===== src/rtl/pc_npc_sequencer.sv =====
// pc_npc_sequencer
// Sequencing controller for the SPARC PC/nPC datapath. Generates the PC/nPC
// load enables and the nPC source select each cycle, implements delayed
// control transfer with the annul bit, honours pipeline stalls and keeps
// fetch frozen for a short boot interval after reset.
module pc_npc_sequencer #(
  parameter int BOOT_CYCLES = 2,
  parameter int CNT_W       = 16
) (
  input  logic             clk,
  input  logic             clr,
  input  logic             stall,
  input  logic             ID_branch_instr,
  input  logic             ID_call_instr,
  input  logic             ID_jmpl_instr,
  input  logic             branch_taken,
  input  logic             ID_annul,
  input  logic             ID_ba,
  output logic             pc_le,
  output logic             npc_le,
  output logic [1:0]       npc_sel,
  output logic             if_id_clr,
  output logic             dcti_err,
  output logic [CNT_W-1:0] redirect_cnt
);

  // Elaboration-time guard on the boot interval range.
  if (BOOT_CYCLES < 1 || BOOT_CYCLES > 15) begin : g_boot_range
    $error("pc_npc_sequencer: BOOT_CYCLES must be in 1..15");
  end

  typedef enum logic [1:0] {
    ST_BOOT   = 2'd0,
    ST_RUN    = 2'd1,
    ST_SLOT   = 2'd2,
    ST_SQUASH = 2'd3
  } state_e;

  localparam logic [3:0]       BOOT_INIT = 4'(BOOT_CYCLES - 1);
  localparam logic [1:0]       SEL_SEQ   = 2'b00;
  localparam logic [1:0]       SEL_TA    = 2'b01;
  localparam logic [1:0]       SEL_ALU   = 2'b10;
  localparam logic [CNT_W-1:0] CNT_MAX   = {CNT_W{1'b1}};
  localparam logic [CNT_W-1:0] CNT_ONE   = {{(CNT_W-1){1'b0}}, 1'b1};

  state_e           state_q, state_d;
  logic [3:0]       boot_cnt_q, boot_cnt_d;
  logic             dcti_err_q, dcti_err_d;
  logic [CNT_W-1:0] redir_cnt_q, redir_cnt_d;

  logic       cti;
  logic       annul_slot;
  logic [1:0] redir_sel;
  logic       run_go;
  logic       slot_go;

  // Decode of the instruction sitting in ID: CTI presence, annul of the
  // delay slot and the prioritised redirect source.
  always_comb begin
    cti        = ID_jmpl_instr | ID_call_instr | ID_branch_instr;
    annul_slot = ID_branch_instr & ID_annul & (~branch_taken | ID_ba);
    if (ID_jmpl_instr) begin
      redir_sel = SEL_ALU;
    end else if (ID_call_instr) begin
      redir_sel = SEL_TA;
    end else if (ID_branch_instr && branch_taken) begin
      redir_sel = SEL_TA;
    end else begin
      redir_sel = SEL_SEQ;
    end
    run_go  = (state_q == ST_RUN)  && !stall;
    slot_go = (state_q == ST_SLOT) && !stall;
  end

  // State, boot counter, sticky error and redirect counter registers.
  always_ff @(posedge clk or negedge clr) begin
    if (!clr) begin
      state_q     <= ST_BOOT;
      boot_cnt_q  <= BOOT_INIT;
      dcti_err_q  <= 1'b0;
      redir_cnt_q <= '0;
    end else begin
      state_q     <= state_d;
      boot_cnt_q  <= boot_cnt_d;
      dcti_err_q  <= dcti_err_d;
      redir_cnt_q <= redir_cnt_d;
    end
  end

  // Next-state logic; a stall in RUN or SLOT freezes everything so a CTI
  // held in ID is resolved only once the stall drops.
  always_comb begin
    state_d    = state_q;
    boot_cnt_d = boot_cnt_q;
    case (state_q)
      ST_BOOT: begin
        if (boot_cnt_q == 4'd0) begin
          state_d = ST_RUN;
        end else begin
          boot_cnt_d = boot_cnt_q - 4'd1;
        end
      end
      ST_RUN: begin
        if (!stall) begin
          if (annul_slot) begin
            state_d = ST_SQUASH;
          end else if (cti) begin
            state_d = ST_SLOT;
          end
        end
      end
      ST_SLOT: begin
        if (!stall) begin
          state_d = ST_RUN;
        end
      end
      ST_SQUASH: begin
        state_d = ST_RUN;
      end
      default: begin
        state_d = ST_BOOT;
      end
    endcase
  end

  // Sticky DCTI-couple flag and saturating count of taken redirects.
  always_comb begin
    dcti_err_d  = dcti_err_q | (slot_go & cti);
    redir_cnt_d = redir_cnt_q;
    if (run_go && (redir_sel != SEL_SEQ) && (redir_cnt_q != CNT_MAX)) begin
      redir_cnt_d = redir_cnt_q + CNT_ONE;
    end
  end

  // Output decode: combinational from state and the current ID inputs.
  always_comb begin
    pc_le     = 1'b0;
    npc_le    = 1'b0;
    npc_sel   = SEL_SEQ;
    if_id_clr = 1'b0;
    case (state_q)
      ST_RUN: begin
        if (!stall) begin
          pc_le     = 1'b1;
          npc_le    = 1'b1;
          npc_sel   = redir_sel;
          if_id_clr = annul_slot;
        end
      end
      ST_SLOT: begin
        if (!stall) begin
          pc_le  = 1'b1;
          npc_le = 1'b1;
        end
      end
      ST_SQUASH: begin
        pc_le  = 1'b1;
        npc_le = 1'b1;
      end
      default: begin
        pc_le     = 1'b0;
        npc_le    = 1'b0;
        npc_sel   = SEL_SEQ;
        if_id_clr = 1'b0;
      end
    endcase
  end

  assign dcti_err     = dcti_err_q;
  assign redirect_cnt = redir_cnt_q;

endmodule

===== config.mk =====
export PLATFORM = sky130hd
export DESIGN_NAME = pc_npc_sequencer
export DESIGN_NICKNAME = d
export VERILOG_FILES = /design/src/rtl/pc_npc_sequencer.sv
export SDC_FILE = /design/constraint.sdc
export NUM_CORES = 1
export LEC_CHECK = 0
export BUFFER_PORTS_ARGS = -buffer_cell sky130_fd_sc_hd__buf_2
export CAP_MARGIN = 15
export CORE_UTILIZATION = 40
export DETAILED_ROUTE_END_ITERATION = 8
export GPL_TIMING_DRIVEN = 0
export PLACE_DENSITY_LB_ADDON = 0.3
export REMOVE_ABC_BUFFERS = 1
export SLEW_MARGIN = 25
export SYNTH_ARGS = -nofsm -noshare
export SYNTH_HDL_FRONTEND = slang
export SYNTH_SLANG_ARGS = --single-unit

===== constraint.sdc =====
create_clock -name clk -period 3.2 [get_ports clk]
set_input_delay 0.64 -clock clk [delete_from_list [all_inputs] [get_ports clk]]
set_output_delay 0.64 -clock clk [all_outputs]
set_load 0.005 [all_outputs]

; ---- Yosys cells after proc, flatten, opt, wreduce, memory -nomap -nowiden
; Index checks and enable logic that the tools add are counted.
[totals]
reg_bits = 23
output_inout_bits = 22
[op_classes]
eq_ne = 8
bitwise_logic = 9
muxes = 15
reduce_logical = 12
addsub = 2
[op_table]
columns = op, count
row1 = "16-bit by 1-bit adder with 16-bit output, second input constant", 1
row2 = 2-bit 2-to-1 mux, 8
row3 = "16-bit inequality test, second input constant", 1
row4 = 2-bit case mux with 4 select lines, 1
row5 = "2-bit inequality test, second input constant", 3
row6 = 1-bit logical AND, 5
row7 = 1-bit 2-to-1 mux, 5
row8 = "2-bit equality test, second input constant", 2
row9 = 4-bit zero test, 1
row10 = 1-bit bitwise OR, 4
row11 = 4-bit AND reduction, 1
row12 = "4-bit by 1-bit subtractor with 4-bit output, second input constant", 1
row13 = 1-bit bitwise AND, 3
row14 = "3-bit inequality test, second input constant", 1
row15 = "2-bit by 1-bit equality test with 1-bit output, second input constant", 1
row16 = 2-bit zero test, 1
row17 = 1-bit NOT, 2
row18 = 1-bit case mux with 2 select lines, 1
row19 = 2-bit AND reduction, 1
row20 = 2-bit nonzero test, 1
row21 = 2-bit OR reduction, 1
row22 = 1-bit zero test, 1

; ---- Longest topological paths before layout
[depth]
word_depth = 7
ltp_mapped = 7

; ---- Least setup slack after synthesis
; No wires, ideal clock.
[synth_path]
path_kind = input port to flip-flop
from = input port stall
to = register redir_cnt_q[1], in the netlist redirect_cnt[1]
arrival_ns = 1.618
path_stages = 4
path_slack_ns = 1.457
required_time_ns = 3.075
path_buffers = 0
path_cell_list = nand2b_1 > a21o_1 > a31oi_4 > mux2_2
[synth_via]
elab_chain_cells = 4
[synth_rtl]
columns = item, line_no
row1 = "start, declared", 12  ; input logic stall,
row2 = 1-bit zero test, --
row3 = 1-bit logical AND, 71  ; run_go = (state_q == ST_RUN) && !stall;
row4 = 1-bit logical AND (2 in a row), 130  ; if (run_go && (redir_sel != SEL_SEQ) && (redir_cnt_q != CNT_MAX)) begin
row5 = "end signal, assigned", 86  ; redir_cnt_q <= redir_cnt_d;
row6 = "end, declared", 49  ; logic [CNT_W-1:0] redir_cnt_q, redir_cnt_d;
; Every way passes these cells.
; A chain may end at the register's enable or synchronous reset.

; ---- Worst setup path after layout
[layout_path]
from = register state_q[1]
to = output port npc_sel[0]
[layout_via]
elab_chain_cells = 2
[layout_rtl]
columns = item, line_no
row1 = "start, declared", 46  ; state_e state_q, state_d;
row2 = "start signal, assigned", 83  ; state_q <= state_d;
row3 = 2-bit by 1-bit equality test with 1-bit output, 141  ; case (state_q)
row4 = 2-bit 2-to-1 mux, 141
row5 = "end, declared", 21  ; output logic [1:0] npc_sel,
; Every way passes these cells.

==> impl_metrics.csv <==
group,metric,value,unit
global_route,gr-total-overflow,0,
yosys,synth_area_per_cell,10.4,sq um
route,route.detailed.drc,1,
floorplanning,rows,19,
power_and_ir_drop,p_int,0.512,mW
placed_design,portBuffers,30,
floorplanning,die_w,57.7,microns
global_route,track_usage,15.2,%
cts,htree_levels,1,
yosys,yosysWarnings,0,
timing,hold_viol,0,
final_layout,n_antenna_cell,0,
placed_design,dpl.hpwl,1.74,mm
placed_design,dp_cells,179,
final_layout,finalInstanceArea,1450,sq um
floorplanning,core-area,2850,sq um
final_layout,drive_gt1_share,28.3,%
cts,clk_pin_slew,0.13,ns
route,dr_total_vias,943,
timing,fmax,0.447,GHz
route,vias_per_cell,5.15,
worst_setup_path,reg2regPathDepth,6,
cts,ctsHoldBuffers,0,
cts,clockBufferDepth,2,
hold_path,worst_hold_path_type,"primary input to async pin",
timing,finClkSkew,0.00850,ns
power_and_ir_drop,power_leakage,0.723,nW
worst_setup_path,slowest_delay,0.44,ns
power_and_ir_drop,seqPwrFrac,49.4,%
timing,finalSetupViolCount,0,
worst_setup_path,critPathLaunch,"state_q[1]",
timing,finalCritPeriodShare,70.0,%
floorplanning,pin_count,31,
worst_setup_path,cpMaxStageDelayCell,"dfrtp_1",
global_route,grt_max_degree,24,
worst_setup_path,rr_startpoint,"state_q[1]",
yosys,syn_area,1240,sq um
route,drt_iter0_drc,39,
global_route,grt_pass1_vias,874,
power_and_ir_drop,p_per_area,554,nW/um^2
worst_setup_path,start_kind,"flip-flop",
global_route,grt_pass1_wl,3.91,mm
placed_design,placed_cell_area,1420,sq um
timing,tns,0,ns
worst_setup_path,criticalPathCategory,"flip-flop to output pin",
final_layout,instances_no_fill,183,
floorplanning,initial_core_util,43.6,%
cts,cts_tree,"yes",
floorplanning,die_area,3330,sq um
route,firstDrtPassIters,6,
timing,fin_crit,2.24,ns
run_status,violations,"design-rule violations",
worst_setup_path,cp.required,2.56,ns
placed_design,place_congestion,0.740,
power_and_ir_drop,sw_frac_of_total,36.3,%
floorplanning,die_h,57.7,microns
yosys,synth_seq_area_share,46.4,%
worst_setup_path,cp_cell_sequence,"inv_1 > ha_1 > nand2b_1 > nor3_1 > buf_2",
final_layout,final_nets,169,
run_status,status,"finished with violations",
route,drtAntennaViolNets,0,
timing,tightest_slew,0.515,ns
yosys,ys_ff_latch,23,
worst_setup_path,ff2ff_setup_slack,1.19,ns
worst_setup_path,reg2reg_to,"redirect_cnt[1]",
cts,clock_latency,0.32,ns
final_layout,syn_to_final_growth,16.7,%
power_and_ir_drop,power_frac_clock,17.2,%
cts,cts_root_buffer,"clkbuf_4",
timing,rsz0062_at_grt,"false",
power_and_ir_drop,power_switching,0.291,mW
final_layout,fillers,279,
cts,cts_made_buffers,3,
cts,cts_resized,0,
timing,slew_viol_final,0,
cts,cts.sinks,23,
global_route,antenna_found_initial,0,
cts,cts_setup_buffers,0,
timing,max-slew-margin-rel,65.4,%
route,wl_per_cell,12.9,microns
power_and_ir_drop,power_frac_comb,33.4,%
run,cap_viol_max_count,0,
worst_setup_path,end_kind,"output pin",
worst_setup_path,crit_path_end,"npc_sel[0]",
power_and_ir_drop,ir_drop,0.391,mV
worst_setup_path,crit_fanout,5,
route,finalWirelength,2.36,mm
yosys,synth.distinct_cells,32,
worst_setup_path,arrival,1.60,ns
yosys,netlist_instances,119,
[final cells by class]
cell class	count	area [sq um]	share of cell area [%]
multi-input cells	84	617	42.5
clock buffers	4	26.3	1.81
inverters	11	41.3	2.85
well taps	31	38.8	2.67
flip-flops and latches	23	577	39.8
repair buffers	30	150	10.4
[cell usage in the layout (no fill, tap or decap), types with 2 or more instances in the layout]
master / Yosys / routed
buf_2: 0 / 30
dfrtp_1: 22 / 22
xnor2_1: 12 / 12
inv_1: 11 / 11
nand2_1: 10 / 10
a21oi_1: 7 / 7
nand4_1: 7 / 7
ha_1: 7 / 7
nor2_1: 6 / 6
nand3_1: 6 / 6
and3_1: 3 / 3
xor2_1: 3 / 3
o21ai_0: 3 / 3
clkbuf_4: 0 / 3
nor3_1: 2 / 2
mux2_2: 2 / 2
[cell usage after synthesis]
master    instances  area [sq um]
a21o_1            1          7.51
a21oi_1           7          35.0
a311oi_4          1          26.3
a31oi_4           1          21.3
and2_1            1          6.26
and3_1            3          18.8
and3_4            1          11.3
and4_1            1          8.76
buf_4             1          7.51
dfrtp_1          22           551
dfstp_2           1          26.3
ha_1              7          87.6
inv_1            11          41.3
mux2_2            2          22.5
mux2i_1           1          10.0
nand2_1          10          37.5
nand2_2           1          6.26
nand2b_1          1          6.26
nand3_1           6          30.0
nand4_1           7          43.8
nor2_1            6          22.5
nor2_2            1          6.26
nor2_4            1          11.3
nor3_1            2          10.0
nor4_1            1          6.26
o211ai_1          1          7.51
o21a_1            1          7.51
o21ai_0           3          15.0
o31ai_1           1          7.51
o31ai_2           1          12.5
xnor2_1          12           105
xor2_1            3          26.3
[per-stage QoR]
stage                     hold WS (ns)  util [%]  total power, mW  setup WS, ns
after floorplan                  0.344         -            0.557          1.46
after global placement           0.448      49.9            0.651          1.22
after detailed placement         0.455      49.9            0.674          1.19
after CTS                        0.287      50.8            0.813         0.978
after global routing             0.311      50.8            0.864         0.849
final                            0.272      50.8            0.804         0.961
[worst max-delay path, delay by kind of cell (launching register included)]
family	cells	cell delay, ns
adder cells (fa/ha/maj)	1	0.26
buffers and inverters	2	0.27
flip-flops	1	0.44
AND/OR/NAND/NOR	2	0.31
[state kept, by name, indices dropped and copies added (netlist names)]
| register | count |
|---|---|
| redirect_cnt | 16 |
| state_q | 2 |
| dcti_err | 1 |
| boot_cnt_q | 4 |
[layer usage]
metal / global-route usage (%) / part of all wire (%) / vias up
li1: - / - / 476
met1: 20.7 / 49 / 441
met2: 24.9 / 45 / 21
met3: 2.01 / 3.6 / 5
met4: 6.12 / 2.0 / 0
met5: 0 / 0 / -
[power groups by stage]
stage                     registers [mW]  logic [mW]  clock network [mW]
after floorplan                    0.393       0.164                   0
after global placement             0.396       0.255                   0
after detailed placement           0.402       0.272                   0
after CTS                          0.396       0.273               0.144
after global routing               0.404       0.312               0.149
final                              0.397       0.269               0.138
[how the worst min path moves through the flow]
| stage | start | cells past startpoint | slack [ns] | end |
|---|---|---|---|---|
| 6_report | clr | 1 | 0.27 | state_q[0] |
| 5_1_grt | clr | 1 | 0.31 | dcti_err |
| 4_1_cts | clr | 1 | 0.29 | dcti_err |
| 3_5_place_dp | dcti_err | 2 | 0.46 | dcti_err |
| 3_3_place_gp | dcti_err | 2 | 0.45 | dcti_err |
| 2_1_floorplan | clr | 0 | 0.34 | boot_cnt_q[1] |
[cells by family after synthesis]
group	synth area share, %
DFF	46.4
and+or+nand+nor	18.1
xor gates and xnor gates	10.6
buffers and inverters	3.93
adders and majority gates	7.05
muxes	2.62
AOI/OAI and AO/OA	11.3
Note: power is estimated with default switching activity, not from simulation.
